===== src/rtl/prog_sequencer.sv =====
// Program sequencer: selectable entry points, relative/absolute branches, halt, and an optional
// return stack for call/return (enabled by defining PROG_SEQ_CALL_STACK_EN).
module prog_sequencer #(
    parameter int PC_W        = 10,
    parameter int OFF_W       = 8,
    parameter int NUM_PROGS   = 4,
    parameter int PROG_STRIDE = 256,
    parameter int STACK_DEPTH = 4
) (
    input  logic                         Clk,
    input  logic                         Reset_n,
    input  logic                         Start,
    input  logic [$clog2(NUM_PROGS)-1:0] ProgSel,
    input  logic                         Stall,
    input  logic                         BranchRelEn,
    input  logic                         ALU_flag,
    input  logic [OFF_W-1:0]             Target,
    input  logic                         BranchAbsEn,
    input  logic [PC_W-1:0]              AbsTarget,
    input  logic                         CallEn,
    input  logic                         RetEn,
    input  logic                         HaltEn,
    output logic [PC_W-1:0]              ProgCtr,
    output logic                         Running,
    output logic                         Done,
    output logic                         StackErr
);

    localparam int SEL_W = $clog2(NUM_PROGS);

    typedef enum logic [1:0] {
        S_IDLE,
        S_LOAD,
        S_RUN,
        S_DONE
    } state_t;

    state_t          state;
    logic [PC_W-1:0] pc;

    // Entry point is ProgSel*PROG_STRIDE, truncated to the PC width.
    function automatic logic [PC_W-1:0] entry_pc(input logic [SEL_W-1:0] sel);
        logic [63:0] prod;
        prod = 64'(sel) * 64'(PROG_STRIDE);
        return prod[PC_W-1:0];
    endfunction

    function automatic logic [PC_W-1:0] pc_inc(input logic [PC_W-1:0] cur);
        return cur + PC_W'(1);
    endfunction

    function automatic logic [PC_W-1:0] rel_target(input logic [PC_W-1:0]        cur,
                                                   input logic signed [OFF_W-1:0] off);
        logic signed [PC_W-1:0] ext;
        ext = PC_W'(off);
        return cur + PC_W'(1) + ext;
    endfunction

`ifdef PROG_SEQ_CALL_STACK_EN
    localparam int              SP_W    = $clog2(STACK_DEPTH + 1);
    localparam int              IDX_W   = (STACK_DEPTH > 1) ? $clog2(STACK_DEPTH) : 1;
    localparam logic [SP_W-1:0] SP_FULL = SP_W'(STACK_DEPTH);

    logic [SP_W-1:0]  sp;
    logic [SP_W-1:0]  sp_dec;
    logic             stack_err;
    logic             push;
    logic [IDX_W-1:0] wr_idx;
    logic [IDX_W-1:0] rd_idx;
    logic [PC_W-1:0]  stack [STACK_DEPTH];

    assign sp_dec = sp - SP_W'(1);
    assign wr_idx = IDX_W'(sp);
    assign rd_idx = IDX_W'(sp_dec);

    // Mirrors the RUN priority chain: a call wins only when nothing above it is asserted.
    assign push = !Start && (state == S_RUN) && !Stall && !HaltEn && !RetEn && CallEn
                  && (sp != SP_FULL);

    // Stack entries are plain storage; a reset or Start empties the stack by clearing SP.
    always_ff @(posedge Clk) begin
        if (push) begin
            stack[wr_idx] <= pc_inc(pc);
        end
    end

    assign StackErr = stack_err;
`else
    logic unused_call_ret;
    assign unused_call_ret = CallEn ^ RetEn;
    assign StackErr        = 1'b0;
`endif

    always_ff @(posedge Clk or negedge Reset_n) begin
        if (!Reset_n) begin
            state <= S_IDLE;
            pc    <= '0;
`ifdef PROG_SEQ_CALL_STACK_EN
            sp        <= '0;
            stack_err <= 1'b0;
`endif
        end else if (Start) begin
            state <= S_LOAD;
            pc    <= entry_pc(ProgSel);
`ifdef PROG_SEQ_CALL_STACK_EN
            sp        <= '0;
            stack_err <= 1'b0;
`endif
        end else begin
            case (state)
                S_LOAD: state <= S_RUN;
                S_RUN: begin
                    if (!Stall) begin
                        if (HaltEn) begin
                            state <= S_DONE;
`ifdef PROG_SEQ_CALL_STACK_EN
                        end else if (RetEn) begin
                            // Underflow behaves as a plain step and flags the error.
                            if (sp == '0) begin
                                pc        <= pc_inc(pc);
                                stack_err <= 1'b1;
                            end else begin
                                pc <= stack[rd_idx];
                                sp <= sp_dec;
                            end
                        end else if (CallEn) begin
                            pc <= AbsTarget;
                            if (sp == SP_FULL) begin
                                stack_err <= 1'b1;
                            end else begin
                                sp <= sp + SP_W'(1);
                            end
`endif
                        end else if (BranchAbsEn) begin
                            pc <= AbsTarget;
                        end else if (BranchRelEn && ALU_flag) begin
                            pc <= rel_target(pc, Target);
                        end else begin
                            pc <= pc_inc(pc);
                        end
                    end
                end
                default: ;
            endcase
        end
    end

    assign ProgCtr = pc;
    assign Running = (state == S_RUN);
    assign Done    = (state == S_DONE);

endmodule


===== config.mk =====
export PLATFORM = sky130hd
export DESIGN_NAME = prog_sequencer
export DESIGN_NICKNAME = d
export VERILOG_FILES = /design/src/rtl/prog_sequencer.sv
export SDC_FILE = /design/constraint.sdc
export NUM_CORES = 1
export LEC_CHECK = 0
export CAP_MARGIN = 20
export CORE_MARGIN = 2
export CORE_UTILIZATION = 46
export CTS_CLUSTER_DIAMETER = 150
export DETAILED_ROUTE_END_ITERATION = 8
export GPL_TIMING_DRIVEN = 0
export PLACE_DENSITY = 0.8
export SLEW_MARGIN = 40
export SYNTH_ARGS = -nofsm -noshare
export SYNTH_HDL_FRONTEND = slang
export SYNTH_SLANG_ARGS = --single-unit

===== constraint.sdc =====
create_clock -name Clk -period 3.3 [get_ports Clk]
set_clock_uncertainty 0.2 [all_clocks]
set_input_delay 0.33 -clock Clk [delete_from_list [all_inputs] [get_ports Clk]]
set_output_delay 0.33 -clock Clk [all_outputs]
set_load 0.005 [all_outputs]

==> results of run 1 <==
metal layers:
metal,vias to the layer above,part of all wire,global-route usage
met5,-,0,0
met4,0,0.012,0.04983
met3,5,0.043,0.01361
met2,42,0.49,0.3777
met1,611,0.46,0.3006
li1,676,-,-
layout by cell type, fill, tap and decap left out, types with 2 or more instances in the layout:
master | netlist | routed
clkbuf_1 | 3 | 3
nand3_1 | 11 | 11
o211ai_1 | 6 | 6
a21o_1 | 5 | 5
dfrtp_1 | 12 | 12
a21oi_1 | 12 | 12
a211o_1 | 2 | 2
a22oi_1 | 2 | 2
mux2i_1 | 3 | 3
nor2_1 | 16 | 16
clkbuf_4 | 0 | 3
o21ai_0 | 10 | 10
nor2b_1 | 2 | 2
inv_1 | 3 | 3
nand2_1 | 21 | 21
a211oi_1 | 4 | 4
and3_1 | 5 | 5
xnor2_1 | 6 | 6
xor2_1 | 8 | 8
clkdlybuf4s50_1 | 0 | 39
ha_1 | 11 | 11
logic make-up (layout without fill, tap and decap cells):
logic type,Yosys count,in the layout,synth area share
AND/OR/NAND/NOR,62,62,0.2248
AO/OA/AOI/OAI,49,49,0.2694
XOR/XNOR,14,14,0.09496
adder cells (fa/ha/maj),12,12,0.1221
flip-flops,12,12,0.2326
buffers and inverters,9,51,0.03003
multiplexers,3,3,0.02326
other,1,1,0.002904
worst reg2reg max path, delay by kind of cell, from the launching register on:
kind / cells / cell delay [ps]
AO/OA/AOI/OAI: 3 / 690
adder cells (fa/ha/maj): 2 / 650
XOR/XNOR: 2 / 470
flip-flops: 1 / 470
AND/OR/NAND/NOR: 3 / 430
per-stage QoR:
stage	std cells	power, W	utilization
after floorplan	162	0.0002353	-
after CTS	235	0.0003898	0.6431
final	235	0.0003905	0.6431
after global routing	235	0.0004153	0.6431
after global placement	232	0.0003002	0.6348
after detailed placement	232	0.0003044	0.6348
flip-flops by register name (all words and copies together) (netlist names):
| signal | cells |
|---|---|
| ProgCtr | 10 |
| state | 2 |
worst paths after layout:
check                            from          to  slack, ps  cells past startpoint
max                        ProgCtr[0]  ProgCtr[5]        270                     10
max reg2reg                ProgCtr[0]  ProgCtr[5]        270                     10
min                           Reset_n    state[0]        200                      1
min reg2reg                  state[1]    state[1]        350                      2
max in group asynchronous     Reset_n  ProgCtr[2]       2340                      1
min in group Clk             state[1]    state[1]        350                      2
final cells by class:
class,count,share of cell area
Buffer,6,0.01579
Clock buffer,3,0.01292
Inverter,3,0.006461
Multi-Input combinational cell,141,0.5463
Sequential cell,12,0.1723
Tap cell,31,0.02225
Timing Repair Buffer,39,0.2240
where the power goes:
group	leakage [nW]	switching (W)	internal, W
sequential	0.158	0.00000843	0.000153
combinational	0.564	0.0000652	0.0000762
clock	0.0138	0.0000450	0.0000422
total	0.736	0.000119	0.000272
==> run_results.csv, run 1 <==
group,metric,value,unit
global_routing,first_global_vias,1277,
worst_setup_path,crit_slowest_cell,"dfrtp_1",
placement,detailedPlacementHpwl,2727,um
clock_tree,number_of_h_tree_branching_levels,1,
sta,worst_slew_pin_slew,533.3,ps
floorplan,die-area,3247,um^2
worst_setup_path,timing.critical_path.from_type,"register",
cells_and_area,post_route_cells_drive_above_1_share,0.05392,
logic_synthesis,ys_types,39,
cells_and_area,fill_cells,248,
sta,fin_hold_ws,199.3,ps
cells_and_area,finish.net_count,248,
clock_tree,cts_made_buffers,3,
power,ratio_of_total_power_to_cell_area,224.1,nW/um^2
floorplan,placeableCoreArea,2710,um^2
global_routing,pin_count_of_the_biggest_net_entering_global_routing,13,
detailed_routing,wire_per_inst,14.34,um
floorplan,die-height,56.98,um
worst_setup_path,cpMostUsedCell,"ha_1",
clock_tree,cts_hold_buffers,0,
cells_and_area,num_antenna_cells,0,
logic_synthesis,synth_largest_type_area_fraction,0.2326,
logic_synthesis,yosysSeqAreaShare,0.2326,
worst_setup_path,cp_max_fo,8,
sta,max_slew_margin,0.6434,
clock_tree,clock_sink_count,12,
logic_synthesis,syn_nets,204,
logic_synthesis,synth_top_flop_cell,"dfrtp_1",
worst_setup_path,worstPathRequired,3240,ps
logic_synthesis,postSynthCellCount,162,
global_routing,global_route.overflow_total,0,
worst_setup_path,worst-endpoint-arrival,2970,ps
clock_tree,tritoncts,"built",
cells_and_area,syn2layout_area_growth,34.98,%
clock_tree,clk_root_buffer_cell,"clkbuf_4",
logic_synthesis,post-synth-top-count-cell,"nand2_1",
detailed_routing,drcViolationCount,0,
clock_tree,cts-root-to-sink-buffers,2,
logic_synthesis,count_of_flip_flops_with_a_built_in_enable_after_synthesis,0,
power,cellLeakagePower,0.7361,nW
logic_synthesis,yosys_warnings,0,
sta,totalNegativeSetupSlack,0,ps
worst_setup_path,cell_family_with_most_cp_delay,"compound AO/OA/AOI/OAI gates",
global_routing,grt_first_pass_wirelength,5671,um
logic_synthesis,synth_top_cells_by_count,"nand2_1 (21), nor2_1 (16), a21oi_1 (12), dfrtp_1 (12)",
detailed_routing,antenna_left,0,
logic_synthesis,ys_ff_latch,12,
detailed_routing,violation_count_after_the_first_detailed_routing_iteration,48,
worst_setup_path,end_kind,"register",
cells_and_area,finalInstanceArea,1743,um^2
sta,slew_violations,0,
sta,period_minus_slack,3029,ps
detailed_routing,drt_pass1_iterations,4,
placement,place_worst_setup_slack,292.6,ps
global_routing,grt_antenna_before_repair,0,
sta,final-hold-violation-count,0,
worst_setup_path,cp_slowest_stage_delay,470,ps
global_routing,global_route.usage.total,0.2183,
clock_tree,setup_fix_buffers_added_after_clock_tree_synthesis,0,
clock_tree,clkSlewWorstSetupHoldPaths,70,ps
detailed_routing,routed_via_count_divided_by_cell_count,5.677,
sta,achievable-frequency,330.1,MHz
sta,fin_crit_sh,0.9179,
run_status,run_status,"finished clean",
detailed_routing,routed-via-count,1334,
logic_synthesis,postSynth.asyncResetShare,1.000,
logic_synthesis,synthesis.area_per_instance,7.971,um^2
detailed_routing,route.final.wire_length,3369,um
sta,grt_setup_unrepaired,"false",
logic_synthesis,biggest_area_contributors_in_the_synthesized_netlist,"dfrtp_1 (23%), ha_1 (11%), nand2_1 (6.1%)",
cells_and_area,register_area,300.3,um^2
placement,gp_congestion,0.7817,
floorplan,die_w,56.98,um
clock_tree,clkLatencyLatePin,270,ps
cells_and_area,multi_input_area,952.2,um^2
floorplan,floorplan.rows,19,
floorplan,io_pins,43,
job,maxCapViolCount,0,
clock_tree,ctsResizeCount,0,
worst_setup_path,worstSetupPathType,"reg -> reg",
logic_synthesis,synth_top_cell_by_area,"dfrtp_1",
logic_synthesis,syn-cell-area,1291,um^2
worst_setup_path,timing.critical_path.cells,"ha_1, nand3_1, xnor2_1, ha_1, and3_1, a221oi_2, xor2_1, nor2_1, a2111oi_2, a211oi_1",
sta,finalWorstSetupSlack,271.0,ps
power,irDropWorstVdd,247.5,uV
hold_path,worst_hold_path_type,"in -> async",
placement,detailed_place.area,1720,um^2
sta,setup_viol,0,
floorplan,start_util,0.4765,
placement,number_of_i_o_port_buffers,39,
worst_setup_path,critical_path.n_buffers_inverters,0,
(Power assumes the default switching activity.)
==> inputs of run 2 (changes only) <==
- CORE_UTILIZATION: 46 -> 40
- HOLD_SLACK_MARGIN: not set -> 0.06
- PLACE_DENSITY: 0.8 -> 0.71
- REMOVE_ABC_BUFFERS: not set -> 1
==> run_results.csv, run 2 (synthesized netlist as in run 1, its figures left out) <==
group,metric,value,unit
job,maxCapViolCount,0,
cells_and_area,post_route_cells_drive_above_1_share,0.05025,
clock_tree,clkSlewWorstSetupHoldPaths,80,ps
global_routing,global_route.usage.total,0.2053,
floorplan,die_w,60.82,um
detailed_routing,drcViolationCount,0,
clock_tree,number_of_h_tree_branching_levels,1,
floorplan,die-area,3698,um^2
sta,setup_viol,0,
sta,slew_violations,0,
sta,final-hold-violation-count,0,
detailed_routing,wire_per_inst,14.74,um
worst_setup_path,cp_max_fo,8,
cells_and_area,num_antenna_cells,0,
placement,detailedPlacementHpwl,2801,um
floorplan,floorplan.rows,20,
worst_setup_path,end_kind,"register",
detailed_routing,antenna_left,0,
detailed_routing,violation_count_after_the_first_detailed_routing_iteration,55,
power,cellLeakagePower,0.7327,nW
cells_and_area,most_common_cell_after_layout_fill_and_taps_aside,"clkdlybuf4s50_1",
global_routing,grt_antenna_before_repair,0,
cells_and_area,fill_cells,299,
cells_and_area,final_cell_mix,"clkdlybuf4s50_1 (39), nand2_1 (21), nor2_1 (16), dfrtp_1 (12), a21oi_1 (12)",
global_routing,groute.layer.met2.usage,0.3763,
cells_and_area,register_area,300.3,um^2
sta,max_slew_margin,0.5633,
power,ratio_of_total_power_to_cell_area,240.4,nW/um^2
worst_setup_path,worstSetupPathType,"reg -> reg",
placement,number_of_i_o_port_buffers,39,
worst_setup_path,worstPathRequired,3230,ps
global_routing,global_route.overflow_total,0,
floorplan,placeableCoreArea,3053,um^2
clock_tree,cts_hold_buffers,0,
placement,gp_congestion,0.8602,
global_routing,pin_count_of_the_biggest_net_entering_global_routing,17,
detailed_routing,route.final.wire_length,3583,um
floorplan,io_pins,43,
clock_tree,clock_sink_count,12,
sta,achievable-frequency,327.8,MHz
power,design_power_total,0.0004217,W
sta,totalNegativeSetupSlack,0,ps
clock_tree,tritoncts,"built",
sta,fin_crit_sh,0.9244,
global_routing,grtUsageMet3,0.03625,
global_routing,busiest_layer,"met2",
global_routing,first_global_vias,1318,
power,irDropWorstVdd,211.5,uV
sta,worst_slew_pin_slew,652.2,ps
worst_setup_path,timing.critical_path.from_type,"register",
cells_and_area,syn2layout_area_growth,35.85,%
detailed_routing,drt_pass1_iterations,4,
floorplan,die-height,60.82,um
run_status,run_status,"finished clean",
sta,grt_setup_unrepaired,"false",
placement,placedCellCount,239,
detailed_routing,routed-via-count,1338,
cells_and_area,multi_input_area,960.9,um^2
clock_tree,clkLatencyLatePin,270,ps
worst_setup_path,worst-endpoint-arrival,2980,ps
clock_tree,clk_root_buffer_cell,"clkbuf_4",
clock_tree,setup_fix_buffers_added_after_clock_tree_synthesis,0,
global_routing,grt_first_pass_wirelength,5809,um
sta,period_minus_slack,3050,ps
clock_tree,cts-root-to-sink-buffers,2,
detailed_routing,routed_via_count_divided_by_cell_count,5.506,
floorplan,start_util,0.4230,
hold_path,worst_hold_path_type,"in -> async",
clock_tree,ctsResizeCount,0,
cells_and_area,finish.net_count,242,
cells_and_area,max_reg_flops,10,
cells_and_area,layoutNonFillerInstCount,243,
global_routing,grtUsageMet1,0.2510,
clock_tree,cts_made_buffers,3,
-- run 2: cell types whose count changed in the layout (fill, tap and decap cells not counted) --
cell      delta
nor4b_4      +1
buf_1        -1
clkbuf_8     +1
clkbuf_1     -3
buf_2        -1
buf_4        -1
nor4b_2      -1
-- run 2: layout make-up --
class                      count  area share
clock buffer                   4     0.02068
tap                           44     0.03138
sequential                    12      0.1712
inverter                       3    0.006419
multi-input combinational    141      0.5478
timing repair buffer          39      0.2225
-- run 2: report_power, final --
| part | total (W) | switching (W) | internal (W) |
|---|---|---|---|
| Combinational | 0.000139 | 0.0000643 | 0.0000750 |
| Clock | 0.000120 | 0.0000527 | 0.0000671 |
| Sequential | 0.000163 | 0.00000938 | 0.000153 |
-- run 2: per-layer routing --
| metal | routed length (um) | share of wire | up-vias |
|---|---|---|---|
| met1 | 1544 | 0.43 | 632 |
| met5 | 0 | 0 | - |
| met2 | 1853 | 0.52 | 42 |
| li1 | - | - | 664 |
| met3 | 185 | 0.052 | 0 |
| met4 | 0 | 0 | 0 |
-- run 2: worst paths after layout --
check	start	to	slack, ps	cells after the start
min	Reset_n	ProgCtr[7]	240	1
max in group asynchronous	Reset_n	ProgCtr[5]	2270	1
max	ProgCtr[0]	ProgCtr[5]	250	10
min in group Clk	state[1]	state[1]	380	2
max reg2reg	ProgCtr[0]	ProgCtr[5]	250	10
min reg2reg	state[1]	state[1]	380	2
-- run 2: metrics by stage --
step	utilization	hold WS, ps	area [um^2]	worst slack, ps
finish	0.5746	237.0	1754	249.6
global route	0.5746	257.6	1754	64.38
CTS	0.5746	235.9	1754	235.7
detailed placement	0.5627	355.3	1718	257.7
global placement	0.5598	324.0	1709	284.7
floorplan	-	-165.6	1264	663.5
-- run 2: worst max-delay path, cell delays in order (launching register included) --
cell and delay (ps):
dfrtp_1 500, ha_1 320, nand3_1 120, xnor2_1 240, ha_1 350, and3_1 240, a221oi_2 250, xor2_1 170
nor2_1 70, a2111oi_2 370, a211oi_1 80
